--- src/rtl/ahb_rom_arbiter_if.sv ---
// Bus bundle for the boot-ROM arbiter: two core-side AHB-Lite ports (m0, m1)
// and the single ROM slave port (s). The slave modport is the arbiter's view.
// The master modport is the surrounding system: the cores and the ROM.
interface ahb_rom_arbiter_if #(
    parameter int AHB_ADDR_WIDTH = 32,
    parameter int AHB_DATA_WIDTH = 32
);
    logic [AHB_ADDR_WIDTH-1:0] m0_haddr;
    logic [1:0]                m0_htrans;
    logic                      m0_hwrite;
    logic [2:0]                m0_hsize;
    logic [AHB_DATA_WIDTH-1:0] m0_hwdata;
    logic [AHB_DATA_WIDTH-1:0] m0_hrdata;
    logic                      m0_hready;
    logic                      m0_hresp;

    logic [AHB_ADDR_WIDTH-1:0] m1_haddr;
    logic [1:0]                m1_htrans;
    logic                      m1_hwrite;
    logic [2:0]                m1_hsize;
    logic [AHB_DATA_WIDTH-1:0] m1_hwdata;
    logic [AHB_DATA_WIDTH-1:0] m1_hrdata;
    logic                      m1_hready;
    logic                      m1_hresp;

    logic                      s_hsel;
    logic [AHB_ADDR_WIDTH-1:0] s_haddr;
    logic [1:0]                s_htrans;
    logic                      s_hwrite;
    logic [2:0]                s_hsize;
    logic [AHB_DATA_WIDTH-1:0] s_hwdata;
    logic                      s_hready;
    logic [AHB_DATA_WIDTH-1:0] s_hrdata;
    logic                      s_hreadyout;
    logic                      s_hresp;

    modport slave (
        input  m0_haddr, m0_htrans, m0_hwrite, m0_hsize, m0_hwdata,
        output m0_hrdata, m0_hready, m0_hresp,
        input  m1_haddr, m1_htrans, m1_hwrite, m1_hsize, m1_hwdata,
        output m1_hrdata, m1_hready, m1_hresp,
        output s_hsel, s_haddr, s_htrans, s_hwrite, s_hsize, s_hwdata, s_hready,
        input  s_hrdata, s_hreadyout, s_hresp
    );

    modport master (
        output m0_haddr, m0_htrans, m0_hwrite, m0_hsize, m0_hwdata,
        input  m0_hrdata, m0_hready, m0_hresp,
        output m1_haddr, m1_htrans, m1_hwrite, m1_hsize, m1_hwdata,
        input  m1_hrdata, m1_hready, m1_hresp,
        input  s_hsel, s_haddr, s_htrans, s_hwrite, s_hsize, s_hwdata, s_hready,
        output s_hrdata, s_hreadyout, s_hresp
    );
endinterface

--- src/rtl/ahb_rom_arbiter.sv ---
// Two-master AHB-Lite arbiter in front of the boot ROM. A losing address
// phase is parked in a per-master pending register and replayed later. The
// slave address path is combinational, so an uncontended access has no added
// latency. Round-robin between m0 (fetch) and m1 (data/debug).
module ahb_rom_arbiter #(
    parameter int AHB_ADDR_WIDTH = 32,
    parameter int AHB_DATA_WIDTH = 32
) (
    input  logic            clk,
    input  logic            rst,
    ahb_rom_arbiter_if.slave bus
);
    typedef enum logic [1:0] {
        OWN_NONE = 2'b00,
        OWN_M0   = 2'b01,
        OWN_M1   = 2'b10
    } owner_t;

    localparam logic [1:0] HTRANS_IDLE   = 2'b00;
    localparam logic [1:0] HTRANS_NONSEQ = 2'b10;
    localparam logic [1:0] HTRANS_SEQ    = 2'b11;

    // Data-phase owner and round-robin history (last_r: 0 = m0, 1 = m1).
    owner_t                    owner_r;
    logic                      last_r;
    logic                      pend0_r, pend1_r;
    logic [AHB_ADDR_WIDTH-1:0] pend0_addr_r, pend1_addr_r;
    logic                      pend0_write_r, pend1_write_r;
    logic [2:0]                pend0_size_r, pend1_size_r;
    // Last address phase shown to the ROM; held while no grant is made.
    logic [AHB_ADDR_WIDTH-1:0] hold_addr_r;
    logic                      hold_write_r;
    logic [2:0]                hold_size_r;

    owner_t                    owner_s;
    logic                      pend0_s, pend1_s;
    logic                      m0_hready_s, m1_hready_s, s_hready_s;
    logic                      live0_s, live1_s, cand0_s, cand1_s;
    logic                      grant0_s, grant1_s;
    logic [AHB_ADDR_WIDTH-1:0] grant_addr_s;
    logic                      grant_write_s;
    logic [2:0]                grant_size_s;
    logic [AHB_DATA_WIDTH-1:0] s_hwdata_s, m0_hrdata_s, m1_hrdata_s;
    logic                      m0_hresp_s, m1_hresp_s;

    // Handshake and arbitration; reset masks the state so outputs show reset values at once.
    always_comb begin
        owner_s = owner_r;
        pend0_s = pend0_r;
        pend1_s = pend1_r;
        if (rst) begin
            owner_s = OWN_NONE;
            pend0_s = 1'b0;
            pend1_s = 1'b0;
        end else begin
            owner_s = owner_r;
        end
        m0_hready_s = (owner_s == OWN_M0) ? bus.s_hreadyout : ~pend0_s;
        m1_hready_s = (owner_s == OWN_M1) ? bus.s_hreadyout : ~pend1_s;
        s_hready_s  = (owner_s == OWN_NONE) ? 1'b1 : bus.s_hreadyout;
        live0_s = ((bus.m0_htrans == HTRANS_NONSEQ) || (bus.m0_htrans == HTRANS_SEQ)) & m0_hready_s;
        live1_s = ((bus.m1_htrans == HTRANS_NONSEQ) || (bus.m1_htrans == HTRANS_SEQ)) & m1_hready_s;
        cand0_s = pend0_s | live0_s;
        cand1_s = pend1_s | live1_s;
        grant0_s = 1'b0;
        grant1_s = 1'b0;
        if (s_hready_s && !rst) begin
            if (cand0_s && cand1_s) begin
                if (last_r) begin
                    grant0_s = 1'b1;
                end else begin
                    grant1_s = 1'b1;
                end
            end else if (cand0_s) begin
                grant0_s = 1'b1;
            end else if (cand1_s) begin
                grant1_s = 1'b1;
            end else begin
                grant0_s = 1'b0;
            end
        end else begin
            grant0_s = 1'b0;
        end
    end

    // Slave address mux: a parked phase takes priority over the live bus of the same master.
    always_comb begin
        grant_addr_s  = hold_addr_r;
        grant_write_s = hold_write_r;
        grant_size_s  = hold_size_r;
        if (grant0_s) begin
            if (pend0_s) begin
                grant_addr_s  = pend0_addr_r;
                grant_write_s = pend0_write_r;
                grant_size_s  = pend0_size_r;
            end else begin
                grant_addr_s  = bus.m0_haddr;
                grant_write_s = bus.m0_hwrite;
                grant_size_s  = bus.m0_hsize;
            end
        end else if (grant1_s) begin
            if (pend1_s) begin
                grant_addr_s  = pend1_addr_r;
                grant_write_s = pend1_write_r;
                grant_size_s  = pend1_size_r;
            end else begin
                grant_addr_s  = bus.m1_haddr;
                grant_write_s = bus.m1_hwrite;
                grant_size_s  = bus.m1_hsize;
            end
        end else begin
            grant_addr_s = hold_addr_r;
        end
    end

    // Data-phase routing follows the current owner only.
    always_comb begin
        s_hwdata_s  = {AHB_DATA_WIDTH{1'b0}};
        m0_hrdata_s = {AHB_DATA_WIDTH{1'b0}};
        m1_hrdata_s = {AHB_DATA_WIDTH{1'b0}};
        m0_hresp_s  = 1'b0;
        m1_hresp_s  = 1'b0;
        case (owner_s)
            OWN_M0: begin
                s_hwdata_s  = bus.m0_hwdata;
                m0_hrdata_s = bus.s_hrdata;
                m0_hresp_s  = bus.s_hresp;
            end
            OWN_M1: begin
                s_hwdata_s  = bus.m1_hwdata;
                m1_hrdata_s = bus.s_hrdata;
                m1_hresp_s  = bus.s_hresp;
            end
            default: begin
                s_hwdata_s = {AHB_DATA_WIDTH{1'b0}};
            end
        endcase
    end

    assign bus.s_hsel    = grant0_s | grant1_s;
    assign bus.s_htrans  = (grant0_s | grant1_s) ? HTRANS_NONSEQ : HTRANS_IDLE;
    assign bus.s_haddr   = grant_addr_s;
    assign bus.s_hwrite  = grant_write_s;
    assign bus.s_hsize   = grant_size_s;
    assign bus.s_hwdata  = s_hwdata_s;
    assign bus.s_hready  = s_hready_s;
    assign bus.m0_hready = m0_hready_s;
    assign bus.m1_hready = m1_hready_s;
    assign bus.m0_hrdata = m0_hrdata_s;
    assign bus.m1_hrdata = m1_hrdata_s;
    assign bus.m0_hresp  = m0_hresp_s;
    assign bus.m1_hresp  = m1_hresp_s;

    // Owner/round-robin update, capture of losing address phases, and slave address hold.
    always_ff @(posedge clk) begin
        if (rst) begin
            owner_r       <= OWN_NONE;
            last_r        <= 1'b1;
            pend0_r       <= 1'b0;
            pend1_r       <= 1'b0;
            pend0_addr_r  <= {AHB_ADDR_WIDTH{1'b0}};
            pend1_addr_r  <= {AHB_ADDR_WIDTH{1'b0}};
            pend0_write_r <= 1'b0;
            pend1_write_r <= 1'b0;
            pend0_size_r  <= 3'b000;
            pend1_size_r  <= 3'b000;
            hold_addr_r   <= {AHB_ADDR_WIDTH{1'b0}};
            hold_write_r  <= 1'b0;
            hold_size_r   <= 3'b000;
        end else begin
            if (s_hready_s) begin
                if (grant0_s) begin
                    owner_r <= OWN_M0;
                    last_r  <= 1'b0;
                end else if (grant1_s) begin
                    owner_r <= OWN_M1;
                    last_r  <= 1'b1;
                end else begin
                    owner_r <= OWN_NONE;
                end
            end
            if (grant0_s) begin
                pend0_r <= 1'b0;
            end else if (live0_s) begin
                pend0_r       <= 1'b1;
                pend0_addr_r  <= bus.m0_haddr;
                pend0_write_r <= bus.m0_hwrite;
                pend0_size_r  <= bus.m0_hsize;
            end
            if (grant1_s) begin
                pend1_r <= 1'b0;
            end else if (live1_s) begin
                pend1_r       <= 1'b1;
                pend1_addr_r  <= bus.m1_haddr;
                pend1_write_r <= bus.m1_hwrite;
                pend1_size_r  <= bus.m1_hsize;
            end
            if (grant0_s || grant1_s) begin
                hold_addr_r  <= grant_addr_s;
                hold_write_r <= grant_write_s;
                hold_size_r  <= grant_size_s;
            end
        end
    end
endmodule

--- src/flat_wrapper.sv ---
// flat-port wrapper written by rule: the top's interface ports become plain ports
module ahb_rom_arbiter_flat 
#(
    parameter int AHB_ADDR_WIDTH = 32,
    parameter int AHB_DATA_WIDTH = 32
)
  (clk, rst, bus_m0_haddr, bus_m0_htrans, bus_m0_hwrite, bus_m0_hsize, bus_m0_hwdata, bus_m0_hrdata, bus_m0_hready, bus_m0_hresp, bus_m1_haddr, bus_m1_htrans, bus_m1_hwrite, bus_m1_hsize, bus_m1_hwdata, bus_m1_hrdata, bus_m1_hready, bus_m1_hresp, bus_s_hsel, bus_s_haddr, bus_s_htrans, bus_s_hwrite, bus_s_hsize, bus_s_hwdata, bus_s_hready, bus_s_hrdata, bus_s_hreadyout, bus_s_hresp);
  ahb_rom_arbiter_if #(.AHB_ADDR_WIDTH(AHB_ADDR_WIDTH), .AHB_DATA_WIDTH(AHB_DATA_WIDTH)) bus_i ();
  input  logic clk;
  input  logic rst;
  input wire logic [$bits(bus_i.m0_haddr)-1:0] bus_m0_haddr;
  input wire logic [$bits(bus_i.m0_htrans)-1:0] bus_m0_htrans;
  input wire logic [$bits(bus_i.m0_hwrite)-1:0] bus_m0_hwrite;
  input wire logic [$bits(bus_i.m0_hsize)-1:0] bus_m0_hsize;
  input wire logic [$bits(bus_i.m0_hwdata)-1:0] bus_m0_hwdata;
  output wire logic [$bits(bus_i.m0_hrdata)-1:0] bus_m0_hrdata;
  output wire logic [$bits(bus_i.m0_hready)-1:0] bus_m0_hready;
  output wire logic [$bits(bus_i.m0_hresp)-1:0] bus_m0_hresp;
  input wire logic [$bits(bus_i.m1_haddr)-1:0] bus_m1_haddr;
  input wire logic [$bits(bus_i.m1_htrans)-1:0] bus_m1_htrans;
  input wire logic [$bits(bus_i.m1_hwrite)-1:0] bus_m1_hwrite;
  input wire logic [$bits(bus_i.m1_hsize)-1:0] bus_m1_hsize;
  input wire logic [$bits(bus_i.m1_hwdata)-1:0] bus_m1_hwdata;
  output wire logic [$bits(bus_i.m1_hrdata)-1:0] bus_m1_hrdata;
  output wire logic [$bits(bus_i.m1_hready)-1:0] bus_m1_hready;
  output wire logic [$bits(bus_i.m1_hresp)-1:0] bus_m1_hresp;
  output wire logic [$bits(bus_i.s_hsel)-1:0] bus_s_hsel;
  output wire logic [$bits(bus_i.s_haddr)-1:0] bus_s_haddr;
  output wire logic [$bits(bus_i.s_htrans)-1:0] bus_s_htrans;
  output wire logic [$bits(bus_i.s_hwrite)-1:0] bus_s_hwrite;
  output wire logic [$bits(bus_i.s_hsize)-1:0] bus_s_hsize;
  output wire logic [$bits(bus_i.s_hwdata)-1:0] bus_s_hwdata;
  output wire logic [$bits(bus_i.s_hready)-1:0] bus_s_hready;
  input wire logic [$bits(bus_i.s_hrdata)-1:0] bus_s_hrdata;
  input wire logic [$bits(bus_i.s_hreadyout)-1:0] bus_s_hreadyout;
  input wire logic [$bits(bus_i.s_hresp)-1:0] bus_s_hresp;
  assign bus_i.m0_haddr = bus_m0_haddr;
  assign bus_i.m0_htrans = bus_m0_htrans;
  assign bus_i.m0_hwrite = bus_m0_hwrite;
  assign bus_i.m0_hsize = bus_m0_hsize;
  assign bus_i.m0_hwdata = bus_m0_hwdata;
  assign bus_m0_hrdata = bus_i.m0_hrdata;
  assign bus_m0_hready = bus_i.m0_hready;
  assign bus_m0_hresp = bus_i.m0_hresp;
  assign bus_i.m1_haddr = bus_m1_haddr;
  assign bus_i.m1_htrans = bus_m1_htrans;
  assign bus_i.m1_hwrite = bus_m1_hwrite;
  assign bus_i.m1_hsize = bus_m1_hsize;
  assign bus_i.m1_hwdata = bus_m1_hwdata;
  assign bus_m1_hrdata = bus_i.m1_hrdata;
  assign bus_m1_hready = bus_i.m1_hready;
  assign bus_m1_hresp = bus_i.m1_hresp;
  assign bus_s_hsel = bus_i.s_hsel;
  assign bus_s_haddr = bus_i.s_haddr;
  assign bus_s_htrans = bus_i.s_htrans;
  assign bus_s_hwrite = bus_i.s_hwrite;
  assign bus_s_hsize = bus_i.s_hsize;
  assign bus_s_hwdata = bus_i.s_hwdata;
  assign bus_s_hready = bus_i.s_hready;
  assign bus_i.s_hrdata = bus_s_hrdata;
  assign bus_i.s_hreadyout = bus_s_hreadyout;
  assign bus_i.s_hresp = bus_s_hresp;
  ahb_rom_arbiter #(.AHB_ADDR_WIDTH(AHB_ADDR_WIDTH), .AHB_DATA_WIDTH(AHB_DATA_WIDTH)) u_core (.clk(clk), .rst(rst), .bus(bus_i));
endmodule
--- config.mk ---
export PLATFORM = sky130hd
export DESIGN_NAME = ahb_rom_arbiter_flat
export DESIGN_NICKNAME = d
export VERILOG_FILES = /design/src/rtl/ahb_rom_arbiter_if.sv /design/src/rtl/ahb_rom_arbiter.sv /design/src/flat_wrapper.sv
export SDC_FILE = /design/constraint.sdc
export NUM_CORES = 1
export LEC_CHECK = 0
export BUFFER_PORTS_ARGS = -buffer_cell sky130_fd_sc_hd__buf_2
export CORE_AREA = 2 2 130 132
export DETAILED_ROUTE_END_ITERATION = 7
export DIE_AREA = 0 0 132 134
export PLACE_DENSITY = 0.73
export SLEW_MARGIN = 25
export SYNTH_ARGS = -nofsm -noshare
export SYNTH_HDL_FRONTEND = slang
export SYNTH_SLANG_ARGS = --single-unit
--- constraint.sdc ---
create_clock -name clk -period 3.5 [get_ports clk]
set_clock_uncertainty 0.1 [all_clocks]
set_input_delay 0.7 -clock clk [delete_from_list [all_inputs] [get_ports clk]]
set_output_delay 0.7 -clock clk [all_outputs]
set_load 0.02 [all_outputs]
Yosys cells after proc, flatten, opt, wreduce, memory -nomap -nowiden --
Index checks and enable logic that the tools add are counted.
Storage, ports and cells: flip-flop bits (word level) 113, input port bits 176
Operators by class: equal/unequal tests 6, multiplexer cells 37, bitwise logic cells 9, reductions and logical operators 13
Operators by type and width (count):
- $mux 32 | 6
- $pmux 32 s2 | 1
- $mux 1 | 22
- $mux 3 | 4
- $eq 2x2->1 const B | 5
- $mux 2 | 4
- $reduce_and 2->1 | 3
- $not 1->1 | 4
- $reduce_or 2->1 | 2
- $logic_or 1x1->1 | 3
- $or 1x1->1 | 3
- $and 1x1->1 | 2
- $eq 2x1->1 const B | 1
- $logic_and 1x1->1 | 2
- $logic_not 2->1 | 1
- $reduce_bool 2->1 | 1
- $logic_not 1->1 | 1

Depth between registers and ports, before layout --
Gate-level depths: netlist (run 1).
depth after elaboration 11, depth in mapped cells 12

Worst setup path before layout (run 1) --
Ideal clock, no wire load.
kind input port to output port, start point input rst, end point output bus_s_haddr[0], arrival 2949 ps, required time 2700 ps, slack -249 ps, cell stages on the path 10, cell sequence buf_2 -> clkbuf_1 -> clkbuf_1 -> nor2b_1 -> ha_1 -> nand2b_1 -> a21oi_1 -> a31oi_2 -> buf_2 -> o221ai_1
Between the ends: longest elaborated chain between the ends 11, elaborated cells between the ends (all ways) 29, classes of those cells eq/ne: 2; mux: 17; bitwise: 6; reduce/logical: 4
Ends and longest elaborated chain:
- start: declaration | RTL line flat_wrapper.sv:10 | input logic rst;
- $mux 2 / $mux 1 (equally long branches) | RTL line ahb_rom_arbiter.sv:51 | if (rst) begin
- $eq 2x2->1 / $not 1->1 (equally long branches) | RTL line ahb_rom_arbiter.sv:59 | m1_hready_s = (owner_s == OWN_M1) ? bus.s_hreadyout : ~pend1_s;
- $mux 1 | RTL line ahb_rom_arbiter.sv:59
- $and 1x1->1 | RTL line ahb_rom_arbiter.sv:62 | live1_s = ((bus.m1_htrans == HTRANS_NONSEQ) || (bus.m1_htrans == HTRANS_SEQ)) & m1_hready_s;
- $or 1x1->1 | RTL line ahb_rom_arbiter.sv:64 | cand1_s = pend1_s | live1_s;
- $mux 1 | RTL line ahb_rom_arbiter.sv:76 | end else if (cand1_s) begin
- $mux 1 | RTL line ahb_rom_arbiter.sv:74 | end else if (cand0_s) begin
- $mux 1 | RTL line ahb_rom_arbiter.sv:68 | if (cand0_s && cand1_s) begin
- $mux 1 | RTL line ahb_rom_arbiter.sv:67 | if (s_hready_s && !rst) begin
- $mux 32 | RTL line ahb_rom_arbiter.sv:101 | end else if (grant1_s) begin
- $mux 32 (*) | RTL line ahb_rom_arbiter.sv:91 | if (grant0_s) begin
- end: declaration | RTL line flat_wrapper.sv:28 | output wire logic [$bits(bus_i.s_haddr)-1:0] bus_s_haddr;
Every way passes the cells marked *; elsewhere a longest branch is shown, timed or not.

Final worst setup path (run 1) --
start point input rst, end point output bus_s_haddr[24]
The elaborated chain is that of the path after synthesis.

==> out/results.tsv, run 1 <==
stage	metric	value	unit
route	ant_nets	0	
sta	whs	0.345	ns
sta	finalHoldViolCount	0	
clocking	cts_inserted_buffers	17	
clocking	h-tree-depth	4	
grt	antenna_found_initial	8	
worst_hold_path	hold_path_class	reg2reg	
sta	slew-limit-headroom	0.570	
clocking	path_clk_slew	0.05	ns
critical_path	cp_top_family	buffers and inverters	
yosys	synth_seq_cells	113	
route	first_pass_iters	5	
die	rows	47	
cells_and_area	utilization	0.596	
critical_path	cp_common_cell	buf_4	
critical_path	timing.rr.end	u_core.pend0_addr_r[19]$_SDFFE_PP0P_	
critical_path	worstReg2RegStart	u_core.owner_r[0]$_SDFFE_PP0N_	
clocking	postCtsSetupBuffers	0	
yosys	seq_area_frac_synth	0.321	
grt	grt_overflow_total	0	
cells_and_area	final_net_count	1260	
power_and_ir_drop	peakVddDrop	0.258	mV
clocking	clk_latency	0.41	ns
sta	fmax	300	MHz
die	ios	316	
cells_and_area	syn_to_final_growth	37.9	%
sta	fin_setup_tns	0	ns
cells_and_area	multi_input_area	0.00457	mm²
critical_path	critPathLaunchType	primary input	
route	wl	24.5	mm
placed_design	portBuffers	312	
critical_path	critPathBufInv	4	
cells_and_area	final_common_cell	buf_2	
sta	rsz0062_at_grt	false	
critical_path	worst_ep_required_time	2.70	ns
placed_design	dp_hpwl	18.3	mm
critical_path	path_class	in2out	
critical_path	worstPathCellList	buf_4 > nor2b_1 > ha_2 > nand2b_1 > buf_4 > a221oi_4 > buf_6 > nand3_1 > o221ai_2 > buf_2	
cells_and_area	final_cell_mix	buf_2, nand2b_1, dfxtp_1	
job	drv_cap	0	
worst_hold_path	min_from	u_core.owner_r[0]$_SDFFE_PP0N_	
critical_path	worstPathArrival	2.53	ns
sta	finalMaxSlewViolations	0	
clocking	cts_tree	built	
worst_hold_path	min_to	u_core.owner_r[0]$_SDFFE_PP0N_	
die	die_area	0.0177	mm²
yosys	ys_types	32	
run_status	status	finished clean	
power_and_ir_drop	power.leakage	4.61	nW
route	via_per_inst	5.26	
yosys	syn_inst	797	
die	core_area	0.0163	mm²
sta	final.setup.worst_slack	0.171	ns
yosys	avgSynthCellArea	8.84	µm²
power_and_ir_drop	powerDensity	435	mW/mm²
critical_path	r2r_setup_slack	1.05	ns
cells_and_area	nFillCells	1475	
route	num_vias	6918	
cells_and_area	final-seq-area	0.00226	mm²
critical_path	reg2regPathDepth	7	
yosys	yosysWarnings	0	
sta	period_share	0.951	
critical_path	crit_path_max_fanout	23	
sta	min_period	3.33	ns
worst_hold_path	hold_path_depth	2	
critical_path	critical_path.endpoint_type	output pin	
yosys	syn_nets	976	
placed_design	dp_slack	0.0541	ns
die	die_w	132	µm
grt	grt_start_max_net_pins	95	
sta	worst_pin_slew	0.645	ns
clocking	root_buffer	clkbuf_16	
die	die_h	134	µm
cells_and_area	drive_gt1_frac	0.411	
grt	grt_pass1_wl	37.7	mm
placed_design	place_congestion	0.889	
grt	grt_pass1_vias	6804	
grt	grt_usage	0.274	
die	start_util	0.433	
sta	setup_viol	0	
yosys	syn_area	0.00705	mm²
route	drc_errors	0	
route	first_iter_violations	499	
clocking	cts_buffer_depth	2	
critical_path	cp_slowest_cell	buf_6	
critical_path	slowest_delay	0.27	ns
route	post_drt_wl_per_cell	18.6	µm
clocking	cts_sinks	113	
-- metal layers --
layer	wire [µm]	GRT usage
met2	12800	0.504
met3	1360	0.0556
met4	396	0.0785
met5	0	0
met1	9940	0.323
-- flip-flops by register name, summed over array words and instances (netlist names) --
register	cells
u_core.hold_addr_r	32
u_core.hold_size_r	3
u_core.hold_write_r	1
u_core.last_r	1
u_core.owner_r	2
u_core.pend0_addr_r	32
u_core.pend0_r	1
u_core.pend0_size_r	3
u_core.pend0_write_r	1
u_core.pend1_addr_r	32
u_core.pend1_r	1
u_core.pend1_size_r	3
u_core.pend1_write_r	1
-- worst register-to-register path: stages (launching register included) --
cell and delay, ns:
dfxtp_1 0.31, nor2b_1 0.18, ha_2 0.20, buf_4 0.48
o211ai_1 0.27, a21oi_4 0.16, buf_4 0.38, mux2i_1 0.28
-- final cells by class --
type / instances / area share
multi-input combinational: 572 / 0.471
sequential: 113 / 0.233
timing repair buffer: 338 / 0.193
clock buffer: 26 / 0.0524
tap: 220 / 0.0283
inverter: 39 / 0.0151
clock inverter: 5 / 0.00773
antenna: 1 / 0.000258
-- report_power, final --
part | internal [mW] | switching [mW] | total [mW]
clock network | 1.13 | 0.579 | 1.71
registers | 1.40 | 0.0472 | 1.45
logic | 0.454 | 0.608 | 1.06
total | 2.99 | 1.23 | 4.23
-- worst max path at each step --
stage,startpoint,to,slack (ns),depth (start not counted)
after floorplan,rst,bus_s_haddr[10],0.06,10
after global placement,rst,bus_s_hsize[1],0.12,8
after detailed placement,rst,bus_s_haddr[8],0.05,8
after CTS,rst,bus_s_haddr[8],0.05,8
after global routing,rst,bus_s_haddr[24],0.02,10
final,rst,bus_s_haddr[24],0.17,10
-- timing repair --
| action | in CTS | in global routing |
|---|---|---|
| hold buffers | 0 | 0 |
| setup endpoints to repair | 0 | 23 |
| resized for setup | 0 | 3 |
-- Yosys cell counts --
cell	n	area, µm²
o21ai_0	2	10.0
clkbuf_1	42	158
nor2b_1	3	18.8
nand2_1	4	15.0
nand2b_1	149	932
o21a_1	2	15.0
a31oi_2	1	12.5
inv_1	39	146
and2_1	67	419
buf_2	17	85.1
buf_1	1	3.75
conb_1	1	3.75
buf_4	10	75.1
o211ai_1	1	7.51
o221ai_1	72	631
o21bai_1	1	7.51
mux2i_1	108	1080
a21oi_2	1	8.76
ha_1	3	37.5
a21o_1	3	22.5
nor3_1	1	5.00
nand3_1	38	190
mux2_2	36	405
a2bb2oi_2	1	15.0
a22oi_1	32	240
a21oi_1	6	30.0
a221oi_2	1	15.0
and3b_1	1	8.76
nor2_1	36	135
a211oi_1	2	15.0
buf_6	3	33.8
dfxtp_1	113	2260
-- cells by family (layout without fill, tap and decap cells) --
group,Yosys count,after routing,share of synthesized area
muxes,144,144,0.211
and+or+nand+nor,299,299,0.245
other,1,2,0.000532
AOI/OAI and AO/OA,125,125,0.146
DFF,113,113,0.321
buffers and inverters,112,408,0.0712
adders and majority gates,3,3,0.00533
-- metrics by stage --
stage	total power, mW	cell area [µm²]	std cells
global route	4.41	9710	1314
finish	4.23	9710	1314
floorplan	2.17	7300	797
global placement	2.51	9120	1282
CTS	4.26	9700	1313
detailed placement	2.54	9120	1282
Note: power is estimated with default switching activity, not from simulation.
==> run 2, diff against run 1 <==
==> constraint.sdc (replaced) <==
create_clock -name clk -period 3.5 [get_ports clk]
set_clock_uncertainty 0.1 [all_clocks]
set_input_delay 0.175 -clock clk [delete_from_list [all_inputs] [get_ports clk]]
set_output_delay 0.175 -clock clk [all_outputs]
set_load 0.02 [all_outputs]
==> run 2 against run 1 <==
  * First-iteration DRC count fell by 19%
  * Die area did not move
  * Hold slack got worse by 0.29 ns
  * Sequential power barely moved
  * Routed wire length rose by 0.99%
  * Via count rose by 5.2%
  * Sequential share of layout area fell by 0.84 points
  * Largest power group unchanged
  * Design area rose by 3.7%
==> out/results.tsv, run 2 (synthesis gave the netlist of run 1 again) <==
stage	metric	value	unit	change
critical_path	startpoint	rst		
run_status	status	finished clean		
route	ant_nets	0		unchanged
critical_path	timing.rr.end	u_core.pend1_addr_r[1]$_SDFFE_PP0P_		
worst_hold_path	hold_path_depth	4		+2
die	rows	47		unchanged
critical_path	r2r_setup_slack	0.97	ns	-0.08 ns
clocking	cts_inserted_buffers	17		unchanged
sta	fmax	306	MHz	+1.9%
die	die_area	0.0177	mm²	unchanged
placed_design	portBuffers	312		unchanged
die	die_w	132	µm	unchanged
power_and_ir_drop	power.leakage	4.81	nW	+4.5%
grt	grt_pass1_vias	7075		+4.0%
grt	grt_usage	0.275		+0.000595
sta	slew-limit-headroom	0.550		-0.0195
die	start_util	0.433		unchanged
sta	final.setup.worst_slack	0.234	ns	+0.0634 ns
clocking	cts_buffer_depth	2		unchanged
sta	min_period	3.27	ns	-0.0634 ns
power_and_ir_drop	powerDensity	414	mW/mm²	-4.9%
die	ios	316		unchanged
grt	grt_start_max_net_pins	83		-13%
sta	worst_pin_slew	0.674	ns	+0.0292 ns
critical_path	reg2regPathDepth	8		+1
grt	antenna_found_initial	1		-7
placed_design	place_congestion	0.863		-2.9%
sta	setup_viol	0		unchanged
cells_and_area	syn_to_final_growth	43.0	%	
grt	grt_overflow_total	0		unchanged
route	wl_met1	10.5	mm	+5.3%
worst_hold_path	min_to	u_core.owner_r[0]$_SDFFE_PP0N_		
grt	grt_pass1_wl	38.2	mm	+1.4%
critical_path	crit_path_max_fanout	57		+150%
critical_path	cp_slowest_cell	dlygate4sd3_1		
critical_path	worstPathArrival	2.99	ns	+0.46 ns
sta	finalHoldViolCount	0		unchanged
sta	rsz0062_at_grt	false		
clocking	cts_sinks	113		unchanged
route	drc_errors	0		unchanged
clocking	path_clk_slew	0.05	ns	about the same
critical_path	worstPathCellList	dlygate4sd3_1 > buf_4 > buf_4 > nand2b_2 > a2bb2oi_2 > nand3_2 > buf_4 > o221ai_1 > buf_2		
critical_path	critPathLaunchType	primary input		
critical_path	path_class	in2out		
route	wl	24.7	mm	+0.99%
clocking	h-tree-depth	4		unchanged
route	met3WireLength	2.17	mm	+59%
worst_hold_path	min_from	bus_s_hreadyout		
route	first_iter_violations	406		-19%
clocking	clk_latency	0.41	ns	about the same
critical_path	critPathBufInv	5		+1
cells_and_area	final_common_cell	buf_2		
cells_and_area	reg.largest.list	u_core.hold_addr_r: 32 flops, u_core.pend0_addr_r: 32 flops, u_core.pend1_addr_r: 32 flops		
route	met2_length	11.6	mm	-9.4%
clocking	root_buffer	clkbuf_16		
worst_hold_path	hold_path_class	in2reg		
die	core_area	0.0163	mm²	unchanged
critical_path	worst_ep_required_time	3.22	ns	+0.52 ns
critical_path	critical_path.endpoint_type	output pin		
critical_path	cp_top_family	buffers and inverters		
critical_path	worstReg2RegStart	u_core.owner_r[0]$_SDFFE_PP0N_		
sta	finalMaxSlewViolations	0		unchanged
cells_and_area	final_cell_mix	buf_2, nand2b_1, dfxtp_1		
placed_design	dp_hpwl	16.5	mm	-9.6%
clocking	cts_tree	built		
power_and_ir_drop	peakVddDrop	0.352	mV	+36%
critical_path	cp_common_cell	buf_4		
route	via_per_inst	5.26		about the same
die	die_h	134	µm	unchanged
cells_and_area	nFillCells	1357		-8.0%
sta	fin_setup_tns	0	ns	unchanged
placed_design	dp_slack	0.827	ns	+0.773 ns
cells_and_area	drive_gt1_frac	0.350		-0.0611
sta	period_share	0.933		-0.0181
route	num_vias	7276		+5.2%
critical_path	slowest_delay	0.54	ns	+0.27 ns
route	first_pass_iters	5		unchanged
cells_and_area	final_net_count	1327		+5.3%
route	top_layer	met4		
job	drv_cap	0		unchanged
route	post_drt_wl_per_cell	17.9	µm	-4.0%
[run 2: report_power, final]
| group | switching [mW] | internal [mW] |
|---|---|---|
| Sequential | 0.0479 | 1.40 |
| Clock | 0.588 | 1.07 |
| Combinational | 0.601 | 0.462 |
| Total | 1.24 | 2.93 |
[run 2: tightest hold or removal path, cell delays in order]
cell     delay [ns]
buf_2          0.10
nor2_1         0.11
nand2_1        0.09
a21oi_1        0.05
[run 2: routing by layer]
layer	global-route usage	vias up
li1	-	3515
met2	0.453	294
met1	0.338	3434
met3	0.0933	33
met4	0.0900	0
met5	0	-
[run 2: area by class of cell]
cell class	instances	area [µm²]	area share
clock inverter	5	50.0	0.00497
antenna	1	2.50	0.000248
clock buffer	27	513	0.0509
sequential	113	2260	0.225
multi-input combinational	572	4340	0.430
timing repair buffer	405	2490	0.247
inverter	39	146	0.0145
tap	220	275	0.0273
[run 2: stage by stage]
stage               std cells  total power [mW]  hold WS, ns  utilization  area (µm²)
floorplan                 797              2.10        0.230            -        7050
detailed placement       1276              2.46        0.342        0.539        8780
CTS                      1381              4.18       0.0470        0.618       10100
finish                   1382              4.17       0.0589        0.619       10100
global placement         1275              2.43        0.334        0.537        8750
global route             1382              4.34       0.0662        0.619       10100
[run 2: how the worst max path moves through the flow]
| stage | cells after the start | endpoint | slack [ns] |
|---|---|---|---|
| 2_1_floorplan | 10 | bus_s_haddr[0] | 0.80 |
| 5_1_grt | 9 | bus_s_haddr[7] | 0.08 |
| 3_3_place_gp | 7 | u_core.hold_addr_r[14]$_SDFFE_PP0P_ | 0.83 |
| 6_report | 9 | bus_s_haddr[14] | 0.23 |
| 3_5_place_dp | 8 | bus_s_haddr[14] | 0.83 |
| 4_1_cts | 9 | bus_s_haddr[14] | 0.26 |
[run 2: what timing repair did]
item                      4_1_cts  5_1_grt
hold endpoints to repair       74        0
gates resized for setup         0        0
buffers inserted                0        0
hold buffers                   73        0
